===== config.mk =====
export PLATFORM = sky130hd
export DESIGN_NAME = id_ex_stage_flat
export DESIGN_NICKNAME = d
export VERILOG_FILES = /design/src/rtl/id_ex_if.sv /design/src/rtl/id_ex_stage.sv /design/src/flat_wrapper.sv
export SDC_FILE = /design/constraint.sdc
export NUM_CORES = 1
export LEC_CHECK = 0
export CORE_AREA = 5 5 123 125
export DETAILED_ROUTE_END_ITERATION = 16
export DIE_AREA = 0 0 128 130
export PLACE_DENSITY = 0.9
export RECOVER_POWER = 25
export SYNTH_ARGS = -nofsm -noshare
export SYNTH_HDL_FRONTEND = slang
export SYNTH_SLANG_ARGS = --single-unit

===== constraint.sdc =====
create_clock -name clk -period 10.6 [get_ports clk]
set_input_delay 2.65 -clock clk [delete_from_list [all_inputs] [get_ports clk]]
set_output_delay 2.65 -clock clk [all_outputs]
set_load 0.03 [all_outputs]

===== src/rtl/id_ex_if.sv =====
// Signal bundle between decode, the forwarding sources and the ID/EX stage.
// The master drives the ID-side and forwarding inputs; the slave is the stage itself.
interface id_ex_if #(
  parameter int DATA_W = 32,
  parameter int REG_AW = 5,
  parameter int OP_W   = 4
);
  logic              in_hold;
  logic              in_flush;
  logic              in_valid;
  logic [OP_W-1:0]   in_ALUOperation_4;
  logic [DATA_W-1:0] in_rs_data_32;
  logic [DATA_W-1:0] in_rt_data_32;
  logic [DATA_W-1:0] in_imm_32;
  logic [4:0]        in_shamt_5;
  logic [REG_AW-1:0] in_rs_5;
  logic [REG_AW-1:0] in_rt_5;
  logic [REG_AW-1:0] in_rd_5;
  logic              in_ALUSrc;
  logic              in_RegDst;
  logic              in_RegWrite;
  logic              in_MemRead;
  logic              in_MemWrite;
  logic              in_MemtoReg;
  logic              in_exmem_RegWrite;
  logic [REG_AW-1:0] in_exmem_wreg_5;
  logic [DATA_W-1:0] in_exmem_result_32;
  logic              in_memwb_RegWrite;
  logic [REG_AW-1:0] in_memwb_wreg_5;
  logic [DATA_W-1:0] in_memwb_result_32;

  logic [DATA_W-1:0] o_A_32;
  logic [DATA_W-1:0] o_B_32;
  logic [DATA_W-1:0] o_store_data_32;
  logic [OP_W-1:0]   o_ALUOperation_4;
  logic [4:0]        o_shamt_5;
  logic [REG_AW-1:0] o_wreg_5;
  logic              o_valid;
  logic              o_RegWrite;
  logic              o_MemRead;
  logic              o_MemWrite;
  logic              o_MemtoReg;
  logic              o_hazard_stall;

  modport master (
    output in_hold, in_flush, in_valid, in_ALUOperation_4, in_rs_data_32, in_rt_data_32,
           in_imm_32, in_shamt_5, in_rs_5, in_rt_5, in_rd_5, in_ALUSrc, in_RegDst,
           in_RegWrite, in_MemRead, in_MemWrite, in_MemtoReg,
           in_exmem_RegWrite, in_exmem_wreg_5, in_exmem_result_32,
           in_memwb_RegWrite, in_memwb_wreg_5, in_memwb_result_32,
    input  o_A_32, o_B_32, o_store_data_32, o_ALUOperation_4, o_shamt_5, o_wreg_5,
           o_valid, o_RegWrite, o_MemRead, o_MemWrite, o_MemtoReg, o_hazard_stall
  );

  modport slave (
    input  in_hold, in_flush, in_valid, in_ALUOperation_4, in_rs_data_32, in_rt_data_32,
           in_imm_32, in_shamt_5, in_rs_5, in_rt_5, in_rd_5, in_ALUSrc, in_RegDst,
           in_RegWrite, in_MemRead, in_MemWrite, in_MemtoReg,
           in_exmem_RegWrite, in_exmem_wreg_5, in_exmem_result_32,
           in_memwb_RegWrite, in_memwb_wreg_5, in_memwb_result_32,
    output o_A_32, o_B_32, o_store_data_32, o_ALUOperation_4, o_shamt_5, o_wreg_5,
           o_valid, o_RegWrite, o_MemRead, o_MemWrite, o_MemtoReg, o_hazard_stall
  );
endinterface


===== src/rtl/id_ex_stage.sv =====
// ID/EX pipeline register with operand forwarding, ALUSrc mux and load-use stall detection.
// Optional FORWARDING_EN: without it, operands come straight from the register and any RAW hazard stalls.
module id_ex_stage #(
  parameter int DATA_W = 32,
  parameter int REG_AW = 5,
  parameter int OP_W   = 4
) (
  input logic   clk,
  input logic   reset,
  id_ex_if.slave bus
);

  logic              ex_valid;
  logic              ex_reg_write;
  logic              ex_mem_read;
  logic              ex_mem_write;
  logic              ex_mem_to_reg;
  logic              ex_alu_src;
  logic [OP_W-1:0]   ex_alu_op;
  logic [4:0]        ex_shamt;
  logic [REG_AW-1:0] ex_rs;
  logic [REG_AW-1:0] ex_rt;
  logic [REG_AW-1:0] ex_wreg;
  logic [DATA_W-1:0] ex_rs_data;
  logic [DATA_W-1:0] ex_rt_data;
  logic [DATA_W-1:0] ex_imm;

  logic              load_use;
  logic              hazard;
  logic [DATA_W-1:0] fwd_rs;
  logic [DATA_W-1:0] fwd_rt;

  assign load_use = ex_mem_read && ex_valid && (ex_wreg != '0) && bus.in_valid &&
                    ((ex_wreg == bus.in_rs_5) || ((ex_wreg == bus.in_rt_5) && !bus.in_ALUSrc));

`ifdef FORWARDING_EN
  assign hazard = load_use;

  // NOTE: every always_comb output gets a default first so no path can infer a latch.
  always_comb begin
    fwd_rs = ex_rs_data;
    fwd_rt = ex_rt_data;
    if (bus.in_exmem_RegWrite && (bus.in_exmem_wreg_5 != '0) && (bus.in_exmem_wreg_5 == ex_rs))
      fwd_rs = bus.in_exmem_result_32;
    else if (bus.in_memwb_RegWrite && (bus.in_memwb_wreg_5 != '0) && (bus.in_memwb_wreg_5 == ex_rs))
      fwd_rs = bus.in_memwb_result_32;
    if (bus.in_exmem_RegWrite && (bus.in_exmem_wreg_5 != '0) && (bus.in_exmem_wreg_5 == ex_rt))
      fwd_rt = bus.in_exmem_result_32;
    else if (bus.in_memwb_RegWrite && (bus.in_memwb_wreg_5 != '0) && (bus.in_memwb_wreg_5 == ex_rt))
      fwd_rt = bus.in_memwb_result_32;
  end
`else
  logic raw_ex;
  logic raw_mem;

  // Without bypass paths, wait until the producer has left MEM and the register file has the value.
  assign raw_ex  = ex_valid && ex_reg_write && (ex_wreg != '0) &&
                   ((ex_wreg == bus.in_rs_5) || (ex_wreg == bus.in_rt_5));
  assign raw_mem = bus.in_exmem_RegWrite && (bus.in_exmem_wreg_5 != '0) &&
                   ((bus.in_exmem_wreg_5 == bus.in_rs_5) || (bus.in_exmem_wreg_5 == bus.in_rt_5));
  assign hazard  = load_use || (bus.in_valid && (raw_ex || raw_mem));
  assign fwd_rs  = ex_rs_data;
  assign fwd_rt  = ex_rt_data;
`endif

  // NOTE: data registers are reset too, so the combinational operand buses read 0 during reset.
  always_ff @(posedge clk or posedge reset) begin
    if (reset) begin
      ex_valid      <= 1'b0;
      ex_reg_write  <= 1'b0;
      ex_mem_read   <= 1'b0;
      ex_mem_write  <= 1'b0;
      ex_mem_to_reg <= 1'b0;
      ex_alu_src    <= 1'b0;
      ex_alu_op     <= '0;
      ex_shamt      <= '0;
      ex_rs         <= '0;
      ex_rt         <= '0;
      ex_wreg       <= '0;
      ex_rs_data    <= '0;
      ex_rt_data    <= '0;
      ex_imm        <= '0;
    end else if (!bus.in_hold) begin
      // NOTE: non-blocking assignments so every register samples pre-edge values.
      if (bus.in_flush || hazard) begin
        ex_valid      <= 1'b0;
        ex_reg_write  <= 1'b0;
        ex_mem_read   <= 1'b0;
        ex_mem_write  <= 1'b0;
        ex_mem_to_reg <= 1'b0;
      end else begin
        ex_valid      <= bus.in_valid;
        ex_reg_write  <= bus.in_RegWrite  && bus.in_valid;
        ex_mem_read   <= bus.in_MemRead   && bus.in_valid;
        ex_mem_write  <= bus.in_MemWrite  && bus.in_valid;
        ex_mem_to_reg <= bus.in_MemtoReg  && bus.in_valid;
        ex_alu_src    <= bus.in_ALUSrc;
        ex_alu_op     <= bus.in_ALUOperation_4;
        ex_shamt      <= bus.in_shamt_5;
        ex_rs         <= bus.in_rs_5;
        ex_rt         <= bus.in_rt_5;
        ex_wreg       <= bus.in_RegDst ? bus.in_rd_5 : bus.in_rt_5;
        ex_rs_data    <= bus.in_rs_data_32;
        ex_rt_data    <= bus.in_rt_data_32;
        ex_imm        <= bus.in_imm_32;
      end
    end
  end

  assign bus.o_A_32           = fwd_rs;
  assign bus.o_store_data_32  = fwd_rt;
  assign bus.o_B_32           = ex_alu_src ? ex_imm : fwd_rt;
  assign bus.o_ALUOperation_4 = ex_alu_op;
  assign bus.o_shamt_5        = ex_shamt;
  assign bus.o_wreg_5         = ex_wreg;
  assign bus.o_valid          = ex_valid;
  assign bus.o_RegWrite       = ex_reg_write;
  assign bus.o_MemRead        = ex_mem_read;
  assign bus.o_MemWrite       = ex_mem_write;
  assign bus.o_MemtoReg       = ex_mem_to_reg;
  assign bus.o_hazard_stall   = hazard;

endmodule


===== src/flat_wrapper.sv =====
// flat-port wrapper written by rule: the top's interface ports become plain ports
module id_ex_stage_flat 
#(
  parameter int DATA_W = 32,
  parameter int REG_AW = 5,
  parameter int OP_W   = 4
)
  (clk, reset, bus_in_hold, bus_in_flush, bus_in_valid, bus_in_ALUOperation_4, bus_in_rs_data_32, bus_in_rt_data_32, bus_in_imm_32, bus_in_shamt_5, bus_in_rs_5, bus_in_rt_5, bus_in_rd_5, bus_in_ALUSrc, bus_in_RegDst, bus_in_RegWrite, bus_in_MemRead, bus_in_MemWrite, bus_in_MemtoReg, bus_in_exmem_RegWrite, bus_in_exmem_wreg_5, bus_in_exmem_result_32, bus_in_memwb_RegWrite, bus_in_memwb_wreg_5, bus_in_memwb_result_32, bus_o_A_32, bus_o_B_32, bus_o_store_data_32, bus_o_ALUOperation_4, bus_o_shamt_5, bus_o_wreg_5, bus_o_valid, bus_o_RegWrite, bus_o_MemRead, bus_o_MemWrite, bus_o_MemtoReg, bus_o_hazard_stall);
  id_ex_if #(.DATA_W(DATA_W), .REG_AW(REG_AW), .OP_W(OP_W)) bus_i ();
  input logic clk;
  input logic reset;
  input wire logic [$bits(bus_i.in_hold)-1:0] bus_in_hold;
  input wire logic [$bits(bus_i.in_flush)-1:0] bus_in_flush;
  input wire logic [$bits(bus_i.in_valid)-1:0] bus_in_valid;
  input wire logic [$bits(bus_i.in_ALUOperation_4)-1:0] bus_in_ALUOperation_4;
  input wire logic [$bits(bus_i.in_rs_data_32)-1:0] bus_in_rs_data_32;
  input wire logic [$bits(bus_i.in_rt_data_32)-1:0] bus_in_rt_data_32;
  input wire logic [$bits(bus_i.in_imm_32)-1:0] bus_in_imm_32;
  input wire logic [$bits(bus_i.in_shamt_5)-1:0] bus_in_shamt_5;
  input wire logic [$bits(bus_i.in_rs_5)-1:0] bus_in_rs_5;
  input wire logic [$bits(bus_i.in_rt_5)-1:0] bus_in_rt_5;
  input wire logic [$bits(bus_i.in_rd_5)-1:0] bus_in_rd_5;
  input wire logic [$bits(bus_i.in_ALUSrc)-1:0] bus_in_ALUSrc;
  input wire logic [$bits(bus_i.in_RegDst)-1:0] bus_in_RegDst;
  input wire logic [$bits(bus_i.in_RegWrite)-1:0] bus_in_RegWrite;
  input wire logic [$bits(bus_i.in_MemRead)-1:0] bus_in_MemRead;
  input wire logic [$bits(bus_i.in_MemWrite)-1:0] bus_in_MemWrite;
  input wire logic [$bits(bus_i.in_MemtoReg)-1:0] bus_in_MemtoReg;
  input wire logic [$bits(bus_i.in_exmem_RegWrite)-1:0] bus_in_exmem_RegWrite;
  input wire logic [$bits(bus_i.in_exmem_wreg_5)-1:0] bus_in_exmem_wreg_5;
  input wire logic [$bits(bus_i.in_exmem_result_32)-1:0] bus_in_exmem_result_32;
  input wire logic [$bits(bus_i.in_memwb_RegWrite)-1:0] bus_in_memwb_RegWrite;
  input wire logic [$bits(bus_i.in_memwb_wreg_5)-1:0] bus_in_memwb_wreg_5;
  input wire logic [$bits(bus_i.in_memwb_result_32)-1:0] bus_in_memwb_result_32;
  output wire logic [$bits(bus_i.o_A_32)-1:0] bus_o_A_32;
  output wire logic [$bits(bus_i.o_B_32)-1:0] bus_o_B_32;
  output wire logic [$bits(bus_i.o_store_data_32)-1:0] bus_o_store_data_32;
  output wire logic [$bits(bus_i.o_ALUOperation_4)-1:0] bus_o_ALUOperation_4;
  output wire logic [$bits(bus_i.o_shamt_5)-1:0] bus_o_shamt_5;
  output wire logic [$bits(bus_i.o_wreg_5)-1:0] bus_o_wreg_5;
  output wire logic [$bits(bus_i.o_valid)-1:0] bus_o_valid;
  output wire logic [$bits(bus_i.o_RegWrite)-1:0] bus_o_RegWrite;
  output wire logic [$bits(bus_i.o_MemRead)-1:0] bus_o_MemRead;
  output wire logic [$bits(bus_i.o_MemWrite)-1:0] bus_o_MemWrite;
  output wire logic [$bits(bus_i.o_MemtoReg)-1:0] bus_o_MemtoReg;
  output wire logic [$bits(bus_i.o_hazard_stall)-1:0] bus_o_hazard_stall;
  assign bus_i.in_hold = bus_in_hold;
  assign bus_i.in_flush = bus_in_flush;
  assign bus_i.in_valid = bus_in_valid;
  assign bus_i.in_ALUOperation_4 = bus_in_ALUOperation_4;
  assign bus_i.in_rs_data_32 = bus_in_rs_data_32;
  assign bus_i.in_rt_data_32 = bus_in_rt_data_32;
  assign bus_i.in_imm_32 = bus_in_imm_32;
  assign bus_i.in_shamt_5 = bus_in_shamt_5;
  assign bus_i.in_rs_5 = bus_in_rs_5;
  assign bus_i.in_rt_5 = bus_in_rt_5;
  assign bus_i.in_rd_5 = bus_in_rd_5;
  assign bus_i.in_ALUSrc = bus_in_ALUSrc;
  assign bus_i.in_RegDst = bus_in_RegDst;
  assign bus_i.in_RegWrite = bus_in_RegWrite;
  assign bus_i.in_MemRead = bus_in_MemRead;
  assign bus_i.in_MemWrite = bus_in_MemWrite;
  assign bus_i.in_MemtoReg = bus_in_MemtoReg;
  assign bus_i.in_exmem_RegWrite = bus_in_exmem_RegWrite;
  assign bus_i.in_exmem_wreg_5 = bus_in_exmem_wreg_5;
  assign bus_i.in_exmem_result_32 = bus_in_exmem_result_32;
  assign bus_i.in_memwb_RegWrite = bus_in_memwb_RegWrite;
  assign bus_i.in_memwb_wreg_5 = bus_in_memwb_wreg_5;
  assign bus_i.in_memwb_result_32 = bus_in_memwb_result_32;
  assign bus_o_A_32 = bus_i.o_A_32;
  assign bus_o_B_32 = bus_i.o_B_32;
  assign bus_o_store_data_32 = bus_i.o_store_data_32;
  assign bus_o_ALUOperation_4 = bus_i.o_ALUOperation_4;
  assign bus_o_shamt_5 = bus_i.o_shamt_5;
  assign bus_o_wreg_5 = bus_i.o_wreg_5;
  assign bus_o_valid = bus_i.o_valid;
  assign bus_o_RegWrite = bus_i.o_RegWrite;
  assign bus_o_MemRead = bus_i.o_MemRead;
  assign bus_o_MemWrite = bus_i.o_MemWrite;
  assign bus_o_MemtoReg = bus_i.o_MemtoReg;
  assign bus_o_hazard_stall = bus_i.o_hazard_stall;
  id_ex_stage #(.DATA_W(DATA_W), .REG_AW(REG_AW), .OP_W(OP_W)) u_core (.clk(clk), .reset(reset), .bus(bus_i));
endmodule

==> results of run 1 <==
==> synthesized netlist by cell type <==
master     instances  area (um^2)
mux2_2           111         1250
nand3_1            3         15.0
nor3_1             4         20.0
a21o_1             1         7.51
a21oi_1            1         5.00
a32o_1             4         40.0
mux2_1            33          372
o2111ai_1          1         8.76
o211ai_1           1         7.51
nor2_1             2         7.51
dfrtp_1          116         2900
o21ai_1            1         5.00
or4_1              1         7.51
inv_1              4         15.0
xnor2_1            6         52.6
xor2_1            12          105
a22o_1             1         8.76
clkbuf_1           4         15.0
a221oi_1           2         17.5
buf_4              4         30.0
a2bb2oi_1          1         8.76
buf_2              8         40.0
mux2i_1            4         40.0
buf_1              2         7.51
a2111oi_4          1         27.5
==> per-stage QoR <==
stage / total power, mW / hold WS, ps / util, %
3_5_place_dp: 1.09 / 475 / 55.9
2_1_floorplan: 0.844 / 475 / -
4_1_cts: 1.64 / 486 / 60.0
3_3_place_gp: 1.08 / 468 / 55.9
5_1_grt: 1.68 / 495 / 60.0
6_report: 1.61 / 478 / 60.0
==> where the power goes <==
| group | leakage (nW) | internal [mW] | switching [mW] |
|---|---|---|---|
| registers | 1.37 | 0.511 | 0.0473 |
| logic | 1.71 | 0.251 | 0.264 |
| clock network | 0.258 | 0.322 | 0.216 |
| total | 3.34 | 1.08 | 0.528 |
==> routing by layer <==
layer	track usage [%]	vias up
li1	-	1698
met1	19.7	1845
met2	30.9	155
met3	8.15	17
met4	5.37	0
met5	0	-
==> final timing paths <==
kind	endpoint	slack, ps	depth (start not counted)
min in group asynchronous	u_core.bus.o_ALUOperation_4[0]$_DFFE_PP0P_	3380	2
min reg2reg	u_core.bus.o_A_32[5]$_DFFE_PP0P_	480	1
max	bus_o_hazard_stall	2950	7
min	u_core.bus.o_A_32[5]$_DFFE_PP0P_	480	1
max in group asynchronous	u_core.bus.o_wreg_5[3]$_DFFE_PP0P_	5570	3
max reg2reg	u_core.bus.o_A_32[2]$_DFFE_PP0P_	8020	7
==> sequential cells by signal (all words and copies together) (netlist names) <==
signal / cells
u_core.bus.o_ALUOperation_4: 4
u_core.bus.o_A_32: 32
u_core.bus.o_MemRead: 1
u_core.bus.o_MemWrite: 1
u_core.bus.o_MemtoReg: 1
u_core.bus.o_RegWrite: 1
u_core.bus.o_shamt_5: 5
u_core.bus.o_store_data_32: 32
u_core.bus.o_valid: 1
u_core.bus.o_wreg_5: 5
u_core.ex_alu_src: 1
u_core.ex_imm: 32
==> logic make-up after synthesis <==
| group | share of synthesized area [%] |
|---|---|
| XOR/XNOR | 3.14 |
| buffers and inverters | 2.15 |
| AND/OR/NAND/NOR | 0.998 |
| flip-flops | 57.9 |
| AO/OA/AOI/OAI | 2.72 |
| multiplexers | 33.1 |
==> cell type report <==
cell class / count / share of cell area, %
sequential: 116 / 35.1
timing repair buffer: 256 / 30.9
multi-input combinational: 190 / 24.3
clock buffer: 17 / 5.15
tap: 180 / 2.73
clock inverter: 15 / 1.62
inverter: 4 / 0.197
==> results.sh, run 1 <==
export IMPL_status="finished, violations left"
export IMPL_violations="max-capacitance violations, max-slew violations"
export IMPL_regArea_um2=2900
export IMPL_initial_utilization_pct=36.4
export IMPL_drt_total_wl_mm=14.6
export IMPL_design_area_um2=8260
export IMPL_slowest_stage="clkdlybuf4s50_1"
export IMPL_clockBufferDepth=2
export IMPL_path_class="input port to output port"
export IMPL_gp_congestion=0.922
export IMPL_route_met3_wl_mm=1.43
export IMPL_grt_max_degree=61
export IMPL_fmax_ghz=0.131
export IMPL_cts_htree_levels=4
export IMPL_r2r_start="u_core.bus.o_wreg_5[1]$_DFFE_PP0P_"
export IMPL_synth_seq_cells=116
export IMPL_cts_tree="yes"
export IMPL_grt_overflow_total=0
export IMPL_synthesis_nets=535
export IMPL_io_buffers=252
export IMPL_syn_area_per_cell_um2=15.3
export IMPL_drv_slew=59
export IMPL_power_density_nw_per_um2=195
export IMPL_ys_warn_count=0
export IMPL_drive_gt1_share_pct=24.9
export IMPL_skew_ps=10.4
export IMPL_fin_crit_sh_pct=72.2
export IMPL_clk_pin_slew_ps=60
export IMPL_avgViaCountPerCell=4.78
export IMPL_hold_viol=0
export IMPL_max_stage_delay_ps=690
export IMPL_io_pins=323
export IMPL_slew_headroom_pct=-67.0
export IMPL_antenna_left=0
export IMPL_arrival_ps=5000
export IMPL_worstSetupStartpointType="input port"
export IMPL_cts_sinks=116
export IMPL_dr_total_vias=3715
export IMPL_final_cells=778
export IMPL_track_usage_pct=17.8
export IMPL_dpl_cell_count=746
export IMPL_min_path_type="flip-flop to flip-flop"
export IMPL_synth_cells=328
export IMPL_rows=43
export IMPL_die_h_um=130
export IMPL_tns_ps=0
export IMPL_post_cts_buffers=0
export IMPL_antenna_found_initial=0
export IMPL_min_period_ps=7650
export IMPL_cts_made_buffers=17
export IMPL_drcViolationCount=0
export IMPL_diodes=0
export IMPL_path_cells="clkdlybuf4s50_1 -> xor2_1 -> a221oi_1 -> o2111ai_1 -> a221oi_1 -> a21o_1 -> clkdlybuf4s50_1"
export IMPL_hold_buffers=0
export IMPL_met2_wirelength_mm=7.64
export IMPL_worst_path_max_fanout=3
export IMPL_irDropWorstVdd_mv=0.117
export IMPL_synth_seq_area_share_pct=57.9
export IMPL_firstDrtPassIters=4
export IMPL_setup_viol=0
export IMPL_nets=792
export IMPL_tightest_slew_ps=2490
export IMPL_cts_resized_gates=0
export IMPL_yosys_cell_types_count=25
export IMPL_first_iter_violations=143
export IMPL_final_cell_mix="clkdlybuf4s50_1, dfrtp_1, mux2_2, mux2_1, dlygate4sd3_1"
export IMPL_multi_input_area_um2=2010
export IMPL_cp_end_kind="output port"
export IMPL_clockRootBuffer="clkbuf_16"
export IMPL_leakagePower_nw=3.34
export IMPL_rsz0062_at_grt="false"
export IMPL_dr_max_layer_used="met4"
export IMPL_hp_start="u_core.bus.o_A_32[5]$_DFFE_PP0P_"
export IMPL_n_fill_cell=1093
export IMPL_cp_required_ps=7950
export IMPL_maxCapViolCount=1
export IMPL_post_place_ws_ps=2940
export IMPL_final_common_cell="clkdlybuf4s50_1"
export IMPL_grt_pass1_wl_mm=22.8
export IMPL_placed_area_um2=7700
export IMPL_grt_pass1_vias=4122
export IMPL_wl_met1_mm=5.31
export IMPL_setup_ws_ps=2950
export IMPL_cp_startpoint="bus_in_rt_5[1]"
export IMPL_dp_hpwl_mm=11.1
export IMPL_core_area_um2=13800
export IMPL_synthToLayoutAreaGrowth_pct=64.7
export IMPL_die_area_um2=16600
export IMPL_cp_top_family="buffers and inverters"
export IMPL_die_x_um=128
export IMPL_netlist_area_um2=5020
export IMPL_wire_per_inst_um=18.7
export IMPL_clk_latency_ps=410
export IMPL_critPathBufInv=2
Note: power is estimated with default switching activity, not from simulation.
==> inputs of run 2 (changes only) <==
Settings changed: CORE_AREA 5 5 123 125 to not set, CORE_MARGIN set to 5, CORE_UTILIZATION set to 33, DIE_AREA 0 0 128 130 to not set, PLACE_DENSITY 0.9 to 0.87.
Clock period 10.6 ns to 6.6 ns, I/O delays scaled along.
==> results.sh, run 2 (synthesis gave the netlist of run 1 again) <==
export IMPL_status="finished, violations left"
export IMPL_violations="max-capacitance violations, max-slew violations"
export IMPL_first_iter_violations=113
export IMPL_diodes=0
export IMPL_dpl_cell_count=754
export IMPL_drcViolationCount=0
export IMPL_firstDrtPassIters=4
export IMPL_post_place_ws_ps=925
export IMPL_clk_latency_ps=400
export IMPL_grt_pass1_vias=4325
export IMPL_pwr_share_comb_pct=31.6
export IMPL_rsz0062_at_grt="false"
export IMPL_cp_required_ps=4950
export IMPL_fin_crit_sh_pct=86.0
export IMPL_post_cts_buffers=0
export IMPL_final_cell_mix="clkdlybuf4s50_1, dfrtp_1, mux2_2, mux2_1, dlygate4sd3_1"
export IMPL_p_int_mw=1.80
export IMPL_io_pins=323
export IMPL_dp_hpwl_mm=10.9
export IMPL_setup_viol=0
export IMPL_fmax_ghz=0.176
export IMPL_r2r_start="u_core.bus.o_wreg_5[0]$_DFFE_PP0P_"
export IMPL_cts_made_buffers=17
export IMPL_gp_congestion=0.833
export IMPL_switchingPower_mw=0.831
export IMPL_power_density_nw_per_um2=317
export IMPL_io_buffers=252
export IMPL_leakagePower_nw=3.36
export IMPL_final_common_cell="clkdlybuf4s50_1"
export IMPL_worstSetupStartpointType="input port"
export IMPL_dr_total_vias=3739
export IMPL_cp_startpoint="bus_in_rt_5[1]"
export IMPL_hold_viol=0
export IMPL_grt_overflow_total=0
export IMPL_die_h_um=133
export IMPL_clockRootBuffer="clkbuf_16"
export IMPL_drt_total_wl_mm=14.6
export IMPL_pwr_share_seq_pct=34.0
export IMPL_min_path_type="flip-flop to flip-flop"
export IMPL_grt_max_degree=68
export IMPL_slew_headroom_pct=-101
export IMPL_design_area_um2=8300
export IMPL_track_usage_pct=16.7
export IMPL_switching_share_pct=31.5
export IMPL_tightest_slew_ps=3000
export IMPL_min_period_ps=5680
export IMPL_fin_hold_ws_ps=478
export IMPL_synthToLayoutAreaGrowth_pct=65.5
export IMPL_antenna_left=0
export IMPL_worst_path_max_fanout=3
export IMPL_placed_area_um2=7710
export IMPL_hold_buffers=0
export IMPL_tns_ps=0
export IMPL_clockBufferDepth=2
export IMPL_grt_pass1_wl_mm=23.6
export IMPL_rows=45
export IMPL_cts_htree_levels=4
export IMPL_die_x_um=133
export IMPL_cts_sinks=116
export IMPL_nets=792
export IMPL_cp_end_kind="output port"
export IMPL_drive_gt1_share_pct=24.7
export IMPL_arrival_ps=4030
export IMPL_pwr_share_clk_pct=34.4
export IMPL_antenna_found_initial=0
export IMPL_skew_ps=9.63
export IMPL_core_area_um2=15000
export IMPL_initial_utilization_pct=33.4
export IMPL_path_class="input port to output port"
export IMPL_irDropWorstVdd_mv=0.199
export IMPL_wire_per_inst_um=18.6
export IMPL_post_route_util_pct=55.2
export IMPL_cts_tree="yes"
export IMPL_hp_start="u_core.bus.o_A_32[18]$_DFFE_PP0P_"
export IMPL_maxCapViolCount=1
export IMPL_final_cells=786
export IMPL_setup_ws_ps=924
export IMPL_clk_pin_slew_ps=50
export IMPL_avgViaCountPerCell=4.76
export IMPL_drv_slew=68
export IMPL_fin_total_pwr_mw=2.63
export IMPL_die_area_um2=17800
export IMPL_cts_resized_gates=0
==> run 2: cell types whose count changed in the layout (fill, tap and decap cells not counted), sizes merged <==
cell | before | now
bufinv | 1 | 2
clkbuf | 17 | 20
clkdlybuf4s50 | 221 | 230
clkinvlp | 7 | 5
dlygate4sd3 | 31 | 22
inv | 5 | 3
==> run 2: cell type report <==
cell class | instances | area [um^2]
fillers | 1208 | 6730
flip-flops and latches | 116 | 2900
repair buffers | 256 | 2550
multi-input cells | 190 | 2010
clock buffers | 20 | 457
well taps | 188 | 235
clock inverters | 12 | 131
inverters | 4 | 16.3
==> run 2: worst paths after layout <==
check | endpoint | slack, ps | depth (start not counted)
setup / recovery | bus_o_hazard_stall | 920 | 7
hold / removal | u_core.bus.o_A_32[18]$_DFFE_PP0P_ | 480 | 1
setup reg to reg | u_core.ex_imm[14]$_DFFE_PP0P_ | 4000 | 7
hold reg to reg | u_core.bus.o_A_32[18]$_DFFE_PP0P_ | 480 | 1
max in group asynchronous | u_core.ex_imm[5]$_DFFE_PP0P_ | 2350 | 3
min in group asynchronous | u_core.bus.o_A_32[4]$_DFFE_PP0P_ | 2570 | 2
==> run 2: critical path: stages <==
cell,delay (ps)
clkdlybuf4s50_1,470
xor2_1,170
a221oi_1,200
o2111ai_1,140
a221oi_1,540
a21o_1,160
clkdlybuf4s50_1,690
==> run 2: power groups by stage <==
| stage | clock network (mW) | registers (mW) | logic [mW] |
|---|---|---|---|
| final | 0.906 | 0.896 | 0.832 |
| after global routing | 0.961 | 0.913 | 0.876 |
| after CTS | 0.927 | 0.898 | 0.850 |
| after detailed placement | 0 | 0.909 | 0.845 |
| after global placement | 0 | 0.900 | 0.834 |
| after floorplan | 0 | 1.04 | 0.310 |
==> run 2: per-layer routing <==
layer / share of wire (%) / track usage (%) / vias to the layer above
li1: - / - / 1703
met1: 39 / 18.5 / 1862
met2: 51 / 28.7 / 143
met3: 7.2 / 6.53 / 31
met4: 2.9 / 7.03 / 0
met5: 0 / 0 / -
==> inputs of run 3 (changes only) <==
Settings changed: PLACE_DENSITY 0.87 to not set, PLACE_DENSITY_LB_ADDON set to 0.2.
==> results.sh, run 3 (synthesis gave the netlist of run 1 again) <==
export IMPL_nets=792
export IMPL_gr_usage_met3_pct=6.57
export IMPL_io_buffers=252
export IMPL_final_common_cell="clkdlybuf4s50_1"
export IMPL_post_place_ws_ps=863
export IMPL_use_met1_pct=16.9
export IMPL_cts_htree_levels=4
export IMPL_hold_viol=0
export IMPL_min_path_type="flip-flop to flip-flop"
export IMPL_dp_hpwl_mm=10.3
export IMPL_grt_pass1_wl_mm=21.9
export IMPL_synthToLayoutAreaGrowth_pct=65.8
export IMPL_clockBufferDepth=2
export IMPL_critical_path_depth=7
export IMPL_hold_buffers=0
export IMPL_path_class="input port to output port"
export IMPL_violations="max-capacitance violations, max-slew violations"
export IMPL_clockRootBuffer="clkbuf_16"
export IMPL_rsz0062_at_grt="false"
export IMPL_die_area_um2=17800
export IMPL_r2r_start="u_core.bus.o_wreg_5[1]$_DFFE_PP0P_"
export IMPL_power_density_nw_per_um2=319
export IMPL_path_cells="clkdlybuf4s50_1 -> xor2_1 -> a221oi_1 -> o2111ai_1 -> a221oi_1 -> a21o_1 -> clkdlybuf4s50_1"
export IMPL_worstSetupStartpointType="input port"
export IMPL_die_h_um=133
export IMPL_setup_worst_path_end="bus_o_hazard_stall"
export IMPL_leakagePower_nw=3.38
export IMPL_track_usage_pct=15.6
export IMPL_fin_crit_sh_pct=86.7
export IMPL_cts_made_buffers=17
export IMPL_min_period_ps=5720
export IMPL_gp_congestion=0.756
export IMPL_first_iter_violations=95
export IMPL_status="finished, violations left"
export IMPL_met2_usage_pct=27.7
export IMPL_ff2ff_setup_slack_ps=4010
export IMPL_n_fill_cell=1274
export IMPL_slowest_stage="clkdlybuf4s50_1"
export IMPL_r2r_end="u_core.bus.o_A_32[26]$_DFFE_PP0P_"
export IMPL_pwr_share_seq_pct=33.6
export IMPL_fin_total_pwr_mw=2.66
export IMPL_pwr_share_comb_pct=31.2
export IMPL_switching_share_pct=30.4
export IMPL_arrival_ps=4070
export IMPL_fmax_ghz=0.175
export IMPL_cp_end_kind="output port"
export IMPL_cp_startpoint="bus_in_rt_5[1]"
export IMPL_antenna_left=0
export IMPL_clk_pin_slew_ps=50
export IMPL_worst_path_max_fanout=3
export IMPL_initial_utilization_pct=33.4
export IMPL_globalRoute_busiestLayer="met2"
export IMPL_cp_top_family="buffers and inverters"
export IMPL_tightest_slew_ps=2800
export IMPL_grt_max_degree=101
export IMPL_avgViaCountPerCell=4.65
export IMPL_switchingPower_mw=0.807
export IMPL_rr_worst_depth=7
export IMPL_p_int_mw=1.85
export IMPL_core_area_um2=15000
export IMPL_wire_per_inst_um=17.8
export IMPL_grt_overflow_total=0
export IMPL_drcViolationCount=0
export IMPL_drive_gt1_share_pct=24.5
export IMPL_io_pins=323
export IMPL_drv_slew=65
export IMPL_grt_pass1_vias=4102
export IMPL_die_x_um=133
export IMPL_diodes=0
export IMPL_tns_ps=0
export IMPL_antenna_found_initial=0
export IMPL_cts_sinks=116
export IMPL_max_stage_delay_ps=680
export IMPL_pwr_share_clk_pct=35.2
export IMPL_setup_viol=0
export IMPL_cts_resized_gates=0
export IMPL_irDropWorstVdd_mv=0.231
export IMPL_final_cell_mix="clkdlybuf4s50_1, dfrtp_1, mux2_2, mux2_1, dlygate4sd3_1"
export IMPL_maxCapViolCount=1
export IMPL_firstDrtPassIters=4
export IMPL_skew_ps=12.2
export IMPL_cp_required_ps=4950
export IMPL_clk_latency_ps=410
export IMPL_post_cts_buffers=0
export IMPL_dr_total_vias=3642
export IMPL_rows=45
export IMPL_slew_headroom_pct=-87.7
export IMPL_drt_total_wl_mm=14.0
export IMPL_cts_tree="yes"
export IMPL_critPathBufInv=2
export IMPL_setup_ws_ps=876
-- run 3: cell count changes in the layout (fill, tap and decap cells not counted), sizes merged --
cell | previous run | this run
clkbuf | 20 | 18
bufinv | 2 | 4
dlygate4sd3 | 22 | 25
clkinvlp | 5 | 1
clkdlybuf4s50 | 230 | 227
clkinv | 6 | 8
-- run 3: worst reg2reg max path, stage by stage (launching register included) --
cell	delay, ps
dfrtp_1	440
xor2_1	190
a221oi_1	220
o2111ai_1	140
a221oi_1	590
a2111oi_4	140
buf_12	290
mux2_1	450
-- run 3: layer usage --
layer	vias to the layer above	share of wire (%)	wire length [um]
li1	1695	-	-
met4	0	1.5	209
met1	1800	38	5320
met5	-	0	0
met2	129	52	7340
met3	18	8.0	1120
-- run 3: area by class of cell --
cell class / count / area (um^2) / share of cell area (%)
Clock inverter: 12 / 164 / 1.97
Tap cell: 188 / 235 / 2.83
Timing Repair Buffer: 256 / 2560 / 30.8
Multi-Input combinational cell: 190 / 2010 / 24.1
Sequential cell: 116 / 2900 / 34.9
Clock buffer: 18 / 429 / 5.16
Inverter: 4 / 16.3 / 0.196
-- run 3: stage by stage --
step	std cells	utilization (%)	area [um^2]	hold slack (ps)
6_report	784	55.3	8320	481
5_1_grt	784	55.3	8320	500
4_1_cts	784	55.3	8320	491
3_5_place_dp	754	51.4	7730	478
3_3_place_gp	754	51.4	7730	468
2_1_floorplan	328	-	5020	475
-- run 3: how the worst min path moves through the flow --
| stage | start | endpoint | slack (ps) | cells past startpoint |
|---|---|---|---|---|
| 6_report | u_core.bus.o_A_32[17]$_DFFE_PP0P_ | u_core.bus.o_A_32[17]$_DFFE_PP0P_ | 480 | 1 |
| 5_1_grt | u_core.bus.o_A_32[12]$_DFFE_PP0P_ | u_core.bus.o_A_32[12]$_DFFE_PP0P_ | 500 | 1 |
| 4_1_cts | u_core.bus.o_A_32[2]$_DFFE_PP0P_ | u_core.bus.o_A_32[2]$_DFFE_PP0P_ | 490 | 1 |
| 3_5_place_dp | u_core.bus.o_A_32[7]$_DFFE_PP0P_ | u_core.bus.o_A_32[7]$_DFFE_PP0P_ | 480 | 1 |
| 3_3_place_gp | u_core.bus.o_A_32[23]$_DFFE_PP0P_ | u_core.bus.o_A_32[23]$_DFFE_PP0P_ | 470 | 1 |
| 2_1_floorplan | u_core.ex_imm[0]$_DFFE_PP0P_ | u_core.ex_imm[0]$_DFFE_PP0P_ | 470 | 1 |
-- run 3: power groups by stage --
| stage | registers, mW | logic (mW) | clock network [mW] |
|---|---|---|---|
| final | 0.891 | 0.829 | 0.936 |
| after global routing | 0.907 | 0.873 | 0.989 |
| after CTS | 0.894 | 0.851 | 0.958 |
| after detailed placement | 0.905 | 0.846 | 0 |
| after global placement | 0.896 | 0.840 | 0 |
| after floorplan | 1.04 | 0.310 | 0 |
